==> config.mk <==
export PLATFORM = sky130hd
export DESIGN_NAME = bcd_display_formatter
export DESIGN_NICKNAME = d
export VERILOG_FILES = /design/src/rtl/display_pkg.sv /design/src/rtl/bcd_digit_adjust.sv /design/src/rtl/bcd_display_formatter.sv
export SDC_FILE = /design/constraint.sdc
export NUM_CORES = 1
export LEC_CHECK = 0
export ABC_AREA = 1
export BUFFER_PORTS_ARGS = -buffer_cell sky130_fd_sc_hd__buf_2
export CORE_UTILIZATION = 50
export CTS_BUF_LIST = sky130_fd_sc_hd__clkbuf_8
export DETAILED_ROUTE_END_ITERATION = 7
export PLACE_DENSITY = 0.74
export RECOVER_POWER = 25
export SLEW_MARGIN = 20
export SYNTH_ARGS = -nofsm -noshare
export SYNTH_HDL_FRONTEND = slang
export SYNTH_SLANG_ARGS = --single-unit
==> constraint.sdc <==
create_clock -name clk -period 2.05 [get_ports clk]
set_input_delay 0.41 -clock clk [delete_from_list [all_inputs] [get_ports clk]]
set_output_delay 0.41 -clock clk [all_outputs]
set_load 0.1 [all_outputs]
==> src/rtl/display_pkg.sv <==
// Shared types and constants for the decimal display path.
// Holds the FSM encoding, digit type and the saturation-limit helper.
package display_pkg;

  localparam int BCD_DIGIT_W = 4;

  typedef enum logic [1:0] {IDLE, SHIFT, DONE} bcd_state_t;

  typedef logic [3:0] bcd_digit_t;

  // 10^digits - 1, kept at 64 bits so any input width can compare against it.
  function automatic logic [63:0] dec_max(input int digits);
    logic [63:0] p;
    p = 64'd1;
    for (int i = 0; i < digits; i++) begin
      p = p * 64'd10;
    end
    return p - 64'd1;
  endfunction

endpackage

==> src/rtl/bcd_digit_adjust.sv <==
// Double-dabble digit correction: add 3 to any digit of 5 or more before the shift.
// Purely combinational; inputs are always valid BCD so the result fits in 4 bits.
module bcd_digit_adjust
  import display_pkg::*;
(
  input  bcd_digit_t i_digit,
  output bcd_digit_t o_digit
);

  assign o_digit = (i_digit >= 4'd5) ? bcd_digit_t'(i_digit + 4'd3) : i_digit;

endmodule

==> src/rtl/bcd_display_formatter.sv <==
// Iterative binary-to-BCD converter, one bit per cycle; result WIDTH+1 cycles after accept.
// Accepts only in IDLE (no queueing); out_bcd/overflow are held until the next DONE.
module bcd_display_formatter
  import display_pkg::*;
#(
  parameter int WIDTH  = 32,
  parameter int DIGITS = 8
) (
  input  logic                          clk,
  input  logic                          rst_n,
  input  logic                          in_valid,
  output logic                          in_ready,
  input  logic [WIDTH-1:0]              in_value,
  output logic [BCD_DIGIT_W*DIGITS-1:0] out_bcd,
  output logic                          out_valid,
  output logic                          overflow,
  output logic                          busy
);

  localparam int          CNT_W   = (WIDTH > 1) ? $clog2(WIDTH) : 1;
  localparam int          ACC_W   = BCD_DIGIT_W * DIGITS;
  localparam logic [63:0] DEC_MAX = dec_max(DIGITS);
  // When 10^DIGITS-1 does not fit in WIDTH bits, no input can overflow.
  localparam bit              CAN_OVF = ((DEC_MAX >> WIDTH) == 64'd0);
  localparam logic [WIDTH-1:0] MAX_W  = WIDTH'(DEC_MAX);

  bcd_state_t         r_state;
  bcd_state_t         w_state_nxt;
  logic [WIDTH-1:0]   r_bin;
  logic [ACC_W-1:0]   r_acc;
  logic [ACC_W-1:0]   w_adj;
  logic [CNT_W-1:0]   r_cnt;
  logic               r_ovf_pend;
  logic [ACC_W-1:0]   r_out_bcd;
  logic               r_out_vld;
  logic               r_overflow;
  logic               w_accept;

  for (genvar g = 0; g < DIGITS; g++) begin : g_adj
    bcd_digit_adjust u_adj (
      .i_digit (r_acc[g*BCD_DIGIT_W +: BCD_DIGIT_W]),
      .o_digit (w_adj[g*BCD_DIGIT_W +: BCD_DIGIT_W])
    );
  end

  assign w_accept  = in_valid && (r_state == IDLE);
  assign in_ready  = (r_state == IDLE);
  assign busy      = (r_state != IDLE);
  assign out_bcd   = r_out_bcd;
  assign out_valid = r_out_vld;
  assign overflow  = r_overflow;

  always_ff @(posedge clk or negedge rst_n) begin
    if (!rst_n) begin
      r_state <= IDLE;
    end else begin
      r_state <= w_state_nxt;
    end
  end

  always_comb begin
    w_state_nxt = r_state;
    case (r_state)
      IDLE:    if (in_valid) w_state_nxt = SHIFT;
      SHIFT:   if (r_cnt == '0) w_state_nxt = DONE;
      DONE:    w_state_nxt = IDLE;
      default: w_state_nxt = IDLE;
    endcase
  end

  always_ff @(posedge clk or negedge rst_n) begin
    if (!rst_n) begin
      r_bin      <= '0;
      r_acc      <= '0;
      r_cnt      <= '0;
      r_ovf_pend <= 1'b0;
      r_out_bcd  <= '0;
      r_overflow <= 1'b0;
      r_out_vld  <= 1'b0;
    end else begin
      r_out_vld <= (r_state == DONE);
      if (w_accept) begin
        r_bin      <= in_value;
        r_acc      <= '0;
        r_cnt      <= CNT_W'(WIDTH - 1);
        r_ovf_pend <= CAN_OVF && (in_value > MAX_W);
      end
      if (r_state == SHIFT) begin
        // Bits pushed past the top digit are dropped; saturation comes from r_ovf_pend.
        r_acc <= {w_adj[ACC_W-2:0], r_bin[WIDTH-1]};
        r_bin <= {r_bin[WIDTH-2:0], 1'b0};
        r_cnt <= r_cnt - CNT_W'(1);
      end
      if (r_state == DONE) begin
        r_out_bcd  <= r_ovf_pend ? {DIGITS{4'h9}} : r_acc;
        r_overflow <= r_ovf_pend;
      end
    end
  end

endmodule

Yosys cells after proc, flatten, opt, wreduce, memory -nomap -nowiden
Cells that the tools add are included.
{ "word_totals": {"reg_bits": 106, "in_bits": 35} }
{ "classes": {"n_addsub": 9, "magnitude_cmp": 9, "eq_ne": 4, "mux": 18, "n_reduce_logical": 6} }
{ "ops": {"columns": ["operator", "n"], "rows": [
  ["two-way mux 32 bit", 5],
  [">= comparator 4 x 3 -> 1 bit, second input constant", 8],
  ["greater-than comparator 32 x 27 -> 1 bit, second input constant", 1],
  ["adder 4 x 2 -> 4 bit, second input constant", 7],
  ["two-way mux 4 bit", 7],
  ["two-way mux 5 bit", 2],
  ["logical NOT 5 bit", 1],
  ["subtractor 5 x 1 -> 5 bit, second input constant", 1],
  ["two-way mux 2 bit", 2],
  ["!= test 2 bit, second input constant", 2],
  ["case mux 2 bit (2 select lines)", 1],
  ["nonzero test 2 bit", 2],
  ["adder 3 x 2 -> 3 bit, second input constant", 1],
  ["two-way mux 3 bit", 1],
  ["equality test 2 x 1 -> 1 bit, second input constant", 1],
  ["equality test 2 bit, second input constant", 1],
  ["logical NOT 2 bit", 1],
  ["AND reduction 2 bit", 1],
  ["logical AND 1 bit", 1]
]} }

Logic depth before layout (Yosys ltp)
Gate-level depths: netlist of the first run.
{ "logic_depth": {"word_depth": 4, "ltp_mapped": 9, "ltp_nobuf": 9} }

Hierarchy
A second synthesis of the first run with hierarchy kept.
{ "unflattened": {"cells_unflattened": 642, "hier_area_um2": 5381.4} }
{ "modules_own_cells": {"columns": ["mod", "n_inst", "cells_per_inst", "area_per_inst_um2", "seq_area_each_um2"], "rows": [
  ["bcd_display_formatter", 1, 458, 4300.4, 2652.5],
  ["bcd_digit_adjust", 8, 23, 135.1, 0.0]
]} }

Worst setup path before layout of the first run
Ideal clock, no wire load.
{ "synth_timing": {"kind": "register to output", "startpoint": "register r_state[0]", "endpoint": "output busy", "arrival_time_ns": 2.029, "t_required_ns": 1.640, "slack_ns": -0.389, "path_stages_with_launch": 3, "path_buffers": 0, "path_cell_list": "dfrtp_1 -> nor2_2 -> inv_1"} }
{ "synth_via": {"elab_chain_cells": 1} }
{ "synth_rtl": {"columns": ["element", "line_no", "rtl"], "rows": [
  ["start: declaration", "bcd_display_formatter.sv:27", "bcd_state_t r_state;"],
  ["start signal: assignment", "bcd_display_formatter.sv:57", "r_state <= w_state_nxt;"],
  ["nonzero test 2 bit", "bcd_display_formatter.sv:48", "assign busy = (r_state != IDLE);"],
  ["end: declaration", "bcd_display_formatter.sv:17", "output logic busy"]
]} }
No other way between the ends.

Worst setup path in the final report of the first run
{ "layout_timing": {"startpoint": "register r_state[0]", "endpoint": "output in_ready"} }
{ "layout_via": {"elab_chain_cells": 1} }
{ "layout_rtl": {"columns": ["element", "line_no", "rtl"], "rows": [
  ["logical NOT 2 bit", "bcd_display_formatter.sv:47", "assign in_ready = (r_state == IDLE);"],
  ["end: declaration", "bcd_display_formatter.sv:12", "output logic in_ready,"]
]} }
No other way between the ends.

==> run metrics, run 1 <==
DRT antenna net count=0; overall power=8.91 mW; clk_lat worst skew=0.38 ns; yosys warns=0; routed len/inst=14.3 µm; fin crit share=91.4%; share of layout cells above drive strength 1=20.4%; # fillers=875; placed instance count=729; Top Metal Used=met4; WL met3=545 µm; first-pass GRT wire length=18000 µm; R2R cell count=5; Area Overhead vs Synth=14.6%; CP Data Required Time=1.64 ns; DP Worst Slack=0.432 ns; setup repair bufs after CTS=0; Port Buffers=70; setup-violating endpoint count in the final report=0; highest-count cells in the layout ignoring fill and taps=nand2_1, dfrtp_1, buf_2; Post-Route M1 WL=4900 µm; Crit. End Element=primary output; Static Leak=2.88 nW; Least-Margin Pin Slew=1.00 ns; Max FO, Critical Path=4; nets=664; final non-filler cell total=746; grt ovf=0; hold crit path type=in -> reg; Sw Share=45.5%; RSZ-0062 raised after global routing=no; total core area=9420 µm²; DRT Pass-1 Iters=5; peak supply drop=820 µV; pwr/cell area=1580 nW/µm²; initial antenna violation count=0; Initial Utilization=52.4%; CTS Root Cell=clkbuf_8; Slew headroom=33.2%; Finished Cell Area=5650 µm²; CTS max path bufs=2; critical path class=reg -> out; sequential share of power=38.5%; Routed WL=10700 µm; Core Rows=35; final worst slack=0.177 ns; via count=3978; Clk pwr share=15.2%; TritonCTS Buffers=9; Synthesized Nets=590; DP Area=5470 µm²; data arrival time of the critical path=1.46 ns; internal power=4.85 mW; met2 WL=5150 µm; number of clock sinks=106; Die Y=101 µm; Max Cap Violations=0; # DRC=0; DR iter-0 viols=161; HPWL Detailed=7250 µm; max frequency=534 MHz; Die W=101 µm; crit path time final=1.87 ns; Final Hold Viols=0; n_diodes=0; TritonCTS clock tree=done; I/O pins=71; status=completed; synth unique cells=30; RePlAce Congestion=0.831; WHS Path Cells=3; all-layer global routing usage=22.6%; Worst setup SP type=flop; pin count of the biggest net entering global routing=37; Post-Syn Area=4930 µm²; Yosys reg bits=106; combinational power share=46.2%; final clock skew=0.00874 ns; total die area=10300 µm²; CTS HTree Levels=3; vias in the first global route=3871; TNS Setup=0 ns; drt via density=5.33; Sw Pwr=4.06 mW; Pins Over Slew Limit=0; syn_area_per_cell=9.17 µm²; most common cell after layout, fill and taps aside=nand2_1; clk slew on worst S/H paths=0.10 ns; Syn Inst Count=538; sequential-to-total area share from yosys stat=53.8%
[cell usage after synthesis, drive strengths merged]
master	number	share of area [%]
inv	53	4.1
a32o	1	0.20
nand2	121	9.3
mux2i	2	0.41
or2	9	1.1
clkbuf	5	0.38
buf	15	2.0
o21ai	65	7.4
nand4	2	0.25
a22oi	22	3.3
nand3	10	1.0
ha	17	4.3
nor3	1	0.10
o221ai	5	0.89
o211ai	5	0.76
xor2	7	1.2
nor2	36	3.4
a21oi	40	4.1
o22ai	16	2.0
dfrtp	106	54
[stage by stage]
step / hold WS [ns] / utilization (%)
6_report: 0.244 / 60.0
5_1_grt: 0.226 / 60.0
4_1_cts: 0.229 / 60.4
3_5_place_dp: 0.411 / 58.1
3_3_place_gp: 0.406 / 58.1
2_1_floorplan: 0.114 / -
[repair_timing]
action | 4_1_cts | 5_1_grt
resized for setup | 0 | 0
endpoints found under the hold margin | 7 | 0
endpoints found under the setup margin | 0 | 0
hold buffers | 1 | 0
[worst paths after layout]
path	slack [ns]	end	startpoint
setup / recovery	0.18	in_ready	r_state[0]
hold / removal	0.24	r_bin[3]	in_value[3]
setup reg to reg	0.37	out_bcd[16]	r_state[1]
hold reg to reg	0.47	r_cnt[0]	r_cnt[0]
max in group asynchronous	0.34	out_bcd[17]	rst_n
min in group asynchronous	0.68	out_bcd[8]	rst_n
[power groups by stage]
stage / Sequential, mW / Clock (mW) / Combinational (mW)
after floorplan: 3.98 / 0 / 2.67
after global placement: 3.41 / 0 / 3.98
after detailed placement: 3.45 / 0 / 4.12
after CTS: 3.43 / 1.39 / 4.13
after global routing: 3.52 / 1.47 / 4.63
final: 3.43 / 1.36 / 4.12
[sequential cells by signal, indices dropped and copies added (netlist names)]
name,flops
out_valid,1
r_bin,32
r_acc,32
out_bcd,32
overflow,1
r_ovf_pend,1
r_state,2
r_cnt,5
[per-layer routing]
layer  track usage, %  vias up
met1             29.5     1911
met4             6.80        0
li1                 -     1946
met2             37.5      114
met3             5.31        7
met5                0        -
[cell type report]
cell class	count	area, µm²	area share, %
sequential	106	2650	46.9
multi-input combinational	359	1970	34.9
timing repair buffer	83	455	8.06
inverter	53	201	3.56
tap	129	161	2.86
clock buffer	10	138	2.43
clock inverter	6	73.8	1.31
[critical path, cell delays in order (launching register included)]
cell and delay (ns):
dfrtp_1 0.46, nor2_4 0.17, buf_2 0.46
[kinds of logic after synthesis]
logic type	Yosys count	share of synthesized area, %
compound gates	154	18.6
fa+ha+maj	17	4.31
buf+inv	73	6.41
xor+xnor	7	1.24
mux	2	0.406
flops	106	53.8
simple gates	179	15.2
No activity file was read; power rests on OpenSTA's default activity.
==> run 2: changes to the inputs <==
Settings changed: CELL_PAD_IN_SITES_DETAIL_PLACEMENT from default to 0, CELL_PAD_IN_SITES_GLOBAL_PLACEMENT from default to 1, CORE_UTILIZATION 50 to 49, MAX_ROUTING_LAYER from default to met4, PLACE_DENSITY 0.74 to default, PLACE_DENSITY_LB_ADDON from default to 0.1.
==> run 2 against run 1 <==
Effect of this change: hold slack got worse by 0.059 ns; clock skew decreased by 0.00061 ns; total power decreased by 0.48%; highest routed layer unchanged.
==> run metrics, run 2 (same netlist as run 1, synthesis figures left out) <==
status=completed; Final Hold Viols=0; # resized after CTS=0; nets=663; total die area=10500 µm²; final non-filler cell total=749; pin count of the biggest net entering global routing=41; final clock skew=0.00813 ns; initial antenna violation count=0; setup repair bufs after CTS=0; crit-path cells=nor2_4, buf_2; CP max-delay cell=dfrtp_1; Routed WL=10600 µm; TritonCTS Buffers=9; I/O pins=71; clk_lat worst skew=0.37 ns; Static Leak=2.88 nW; RePlAce Congestion=0.800; share of layout cells above drive strength 1=20.8%; total core area=9770 µm²; routed len/inst=14.2 µm; reg2reg setup slack=0.50 ns; via count=3914; Die W=102 µm; Pins Over Slew Limit=0; stages on the worst setup path=2; Worst setup SP type=flop; Initial Utilization=50.5%; Crit. End Element=primary output; hold crit path type=in -> async; CP Data Required Time=1.64 ns; Worst path max stage delay=0.46 ns; HPWL Detailed=7120 µm; Slew headroom=35.6%; hold buffer count at cts=0; crit path time final=1.85 ns; CTS Root Cell=clkbuf_8; grt ovf=0; # DRC=0; drt via density=5.23; Port Buffers=70; setup-violating endpoint count in the final report=0; CTS HTree Levels=3; Max FO, Critical Path=4; Core Rows=36; critical path startpoint=r_state[0]; n_diodes=0; TritonCTS clock tree=done; Area Overhead vs Synth=14.3%; Least-Margin Pin Slew=0.966 ns; data arrival time of the critical path=1.44 ns; clk slew on worst S/H paths=0.10 ns; Reg-to-Reg End=r_acc[26]; r2r startpoint=r_acc[24]; peak supply drop=982 µV; first-pass GRT wire length=17500 µm; placed instance count=733; TNS Setup=0 ns; CP Capture Point=in_ready; Max Cap Violations=0; pwr/cell area=1570 nW/µm²; critical path class=reg -> out; CP top delay family=flip-flops; most common cell after layout, fill and taps aside=nand2_1; Die Y=102 µm; DRT antenna net count=0; RSZ-0062 raised after global routing=no; number of clock sinks=106; highest-count cells in the layout ignoring fill and taps=nand2_1, dfrtp_1, buf_2; fin crit share=90.3%; vias in the first global route=3824; CTS max path bufs=2; R2R cell count=7; DRT Pass-1 Iters=4; all-layer global routing usage=22.7%; WP buf/inv=1; max frequency=540 MHz; DR iter-0 viols=150
run 2: cell count changes in the layout (fill, tap and decap cells not counted), moves of 2 or more:
cell,change
buf_4,+3
clkbuf_1,-2
clkbuf_2,+2
clkbuf_4,-2
clkbuf_8,+2
clkinv_2,+2
clkinv_4,-3
run 2: worst register-to-register path, delay by kind of cell, from the launching register on:
family / cells / cell delay, ns
AOI/OAI and AO/OA: 3 / 0.25
DFF: 1 / 0.41
adders and majority gates: 1 / 0.21
buffers and inverters: 1 / 0.11
and+or+nand+nor: 2 / 0.44
run 2: per-layer routing:
metal | up-vias | global-route usage (%) | routed length [µm]
li1 | 1942 | - | -
met1 | 1879 | 27.9 | 4990
met2 | 89 | 37.0 | 5110
met3 | 4 | 3.69 | 446
met4 | 0 | 10.2 | 70
met5 | - | - | 0
run 2: metrics by stage:
step | cell area [µm²] | setup slack [ns] | hold WS [ns] | util, % | power [mW]
2_1_floorplan | 4940 | 0.0843 | 0.114 | - | 6.66
3_3_place_gp | 5460 | 0.508 | 0.431 | 55.9 | 7.45
3_5_place_dp | 5460 | 0.528 | 0.430 | 55.9 | 7.56
4_1_cts | 5670 | 0.173 | 0.0200 | 58.0 | 8.96
5_1_grt | 5640 | 0.151 | 0.238 | 57.7 | 9.59
6_report | 5640 | 0.198 | 0.186 | 57.7 | 8.86
run 2: report_power, final:
group / internal, mW / switching [mW] / total, mW
Sequential: 2.89 / 0.514 / 3.41
Combinational: 1.32 / 2.77 / 4.10
Clock: 0.664 / 0.695 / 1.36
run 2: final cells by class:
| class | instances | area (µm²) |
|---|---|---|
| flip-flops and latches | 106 | 2650 |
| multi-input cells | 359 | 1970 |
| inverters | 53 | 201 |
| clock buffers | 12 | 165 |
| clock inverters | 4 | 48.8 |
| fillers | 925 | 4130 |
| well taps | 133 | 166 |
| repair buffers | 82 | 435 |
run 2: worst min-delay path by stage:
stage	startpoint	end	slack, ns	cells after the start
after floorplan	rst_n	out_bcd[0]	0.11	0
after global placement	rst_n	out_bcd[8]	0.43	1
after detailed placement	rst_n	out_bcd[8]	0.43	1
after CTS	rst_n	out_bcd[8]	0.02	1
after global routing	in_value[4]	r_bin[4]	0.24	3
final	rst_n	out_bcd[2]	0.19	1
==> run 3: changes to the inputs <==
Settings changed: CORE_UTILIZATION 49 to 45.
==> run 3 against run 2 <==
Effect of this change: clock skew shrank 0.0017 ns; die area grew 8.7%; cell count grew 0.40%; via count grew 0.13%; sequential power is essentially flat; critical path depth is the same; total power grew 0.78%; global-route usage shrank 1.3 points; register-to-register slack lost 0.23 ns; clock power grew 4%; largest cell class unchanged; largest power group unchanged.
==> run metrics, run 3 (same netlist as run 1, synthesis figures left out) <==
status=completed; Final Hold Viols=0; max frequency=544 MHz; nets=663; Max Cap Violations=0; CTS HTree Levels=3; total die area=11400 µm²; via count=3919; drt via density=5.21; crit-path cells=nor2_4, buf_2; data arrival time of the critical path=1.43 ns; total core area=10500 µm²; Port Buffers=70; initial antenna violation count=0; Initial Utilization=47.2%; TNS Setup=0 ns; routed len/inst=14.6 µm; number of clock sinks=106; final clock skew=0.00641 ns; critical path class=reg -> out; DR iter-0 viols=163; clk_lat worst skew=0.37 ns; DRT antenna net count=0; most common cell after layout, fill and taps aside=nand2_1; share of layout cells above drive strength 1=20.1%; Routed WL=11000 µm; vias in the first global route=3867; Pins Over Slew Limit=0; Area Overhead vs Synth=15.0%; all-layer global routing usage=21.5%; n_diodes=0; Static Leak=2.88 nW; Least-Margin Pin Slew=1.08 ns; CP max-delay cell=dfrtp_1; pwr/cell area=1570 nW/µm²; fin crit share=89.7%; Crit. End Element=primary output; crit path time final=1.84 ns; RePlAce Congestion=0.780; Core Rows=37; setup-violating endpoint count in the final report=0; pin count of the biggest net entering global routing=42; TritonCTS Buffers=9; grt ovf=0; DP Worst Slack=0.410 ns; peak supply drop=573 µV; final worst slack=0.212 ns; hold crit path type=in -> reg; Worst path max stage delay=0.46 ns; # DRC=0; CTS max path bufs=2; clk slew on worst S/H paths=0.10 ns; Slew headroom=27.7%; Die Y=107 µm; CTS Root Cell=clkbuf_8; CP Data Required Time=1.64 ns; HPWL Detailed=7300 µm; I/O pins=71; Max FO, Critical Path=4; Worst setup SP type=flop; first-pass GRT wire length=18600 µm; DRT Pass-1 Iters=4; TritonCTS clock tree=done; highest-count cells in the layout ignoring fill and taps=nand2_1, dfrtp_1, buf_2; RSZ-0062 raised after global routing=no; Die W=107 µm
[run 3: cell types whose count changed in the layout (fill, tap and decap cells not counted), sizes merged]
cell,previous run,this run
clkbuf,15,12
inv,53,54
clkinv,3,4
bufinv,1,2
buf,79,78
dlygate4sd3,0,1
[run 3: power breakdown]
group	internal (mW)	switching (mW)	total (mW)	leakage, nW
sequential	2.89	0.507	3.40	1.30
combinational	1.33	2.78	4.11	1.47
clock	0.689	0.733	1.42	0.115
total	4.91	4.02	8.93	2.88
[run 3: worst paths after layout]
kind	from	slack, ns	endpoint	cells past startpoint
hold / removal	in_value[6]	0.25	r_bin[6]	3
setup / recovery	r_state[0]	0.21	in_ready	2
hold reg to reg	out_bcd[14]	0.48	out_bcd[14]	2
max in group asynchronous	rst_n	0.61	r_acc[19]	3
min in group asynchronous	rst_n	0.69	out_bcd[9]	2
setup reg to reg	r_state[0]	0.27	out_bcd[12]	4
[run 3: per-stage QoR]
step	hold WS [ns]	utilization [%]	total power, mW	cells	area, µm²
5_1_grt	0.234	54.2	9.70	752	5670
3_3_place_gp	0.400	52.1	7.44	735	5460
2_1_floorplan	0.114	-	6.66	538	4940
6_report	0.248	54.2	8.93	752	5670
3_5_place_dp	0.398	52.1	7.55	735	5460
4_1_cts	0.231	54.3	9.01	752	5680
[run 3: cell type report]
class / count / area, µm²
fill: 1017 / 4790
multi-input combinational: 359 / 1970
tap: 136 / 170
timing repair buffer: 82 / 460
clock buffer: 9 / 124
sequential: 106 / 2650
inverter: 53 / 201
clock inverter: 7 / 95.1
[run 3: repair_timing]
action / 4_1_cts / 5_1_grt
endpoints found under the hold margin: 32 / 0
resized for setup: 0 / 0
hold buffers: 1 / 0
buffers inserted: 0 / 0
[run 3: critical path, delay by kind of cell (launching register included)]
family,cells,cell delay [ns]
AND/OR/NAND/NOR,1,0.15
flip-flops,1,0.46
buffers and inverters,1,0.45
[run 3: layer usage]
metal	vias up	part of all wire, %	GRT usage (%)
met1	1896	48	27.4
met4	0	0.89	5.87
met3	7	2.8	4.13
met5	-	0	-
li1	1954	-	-
met2	62	48	35.1
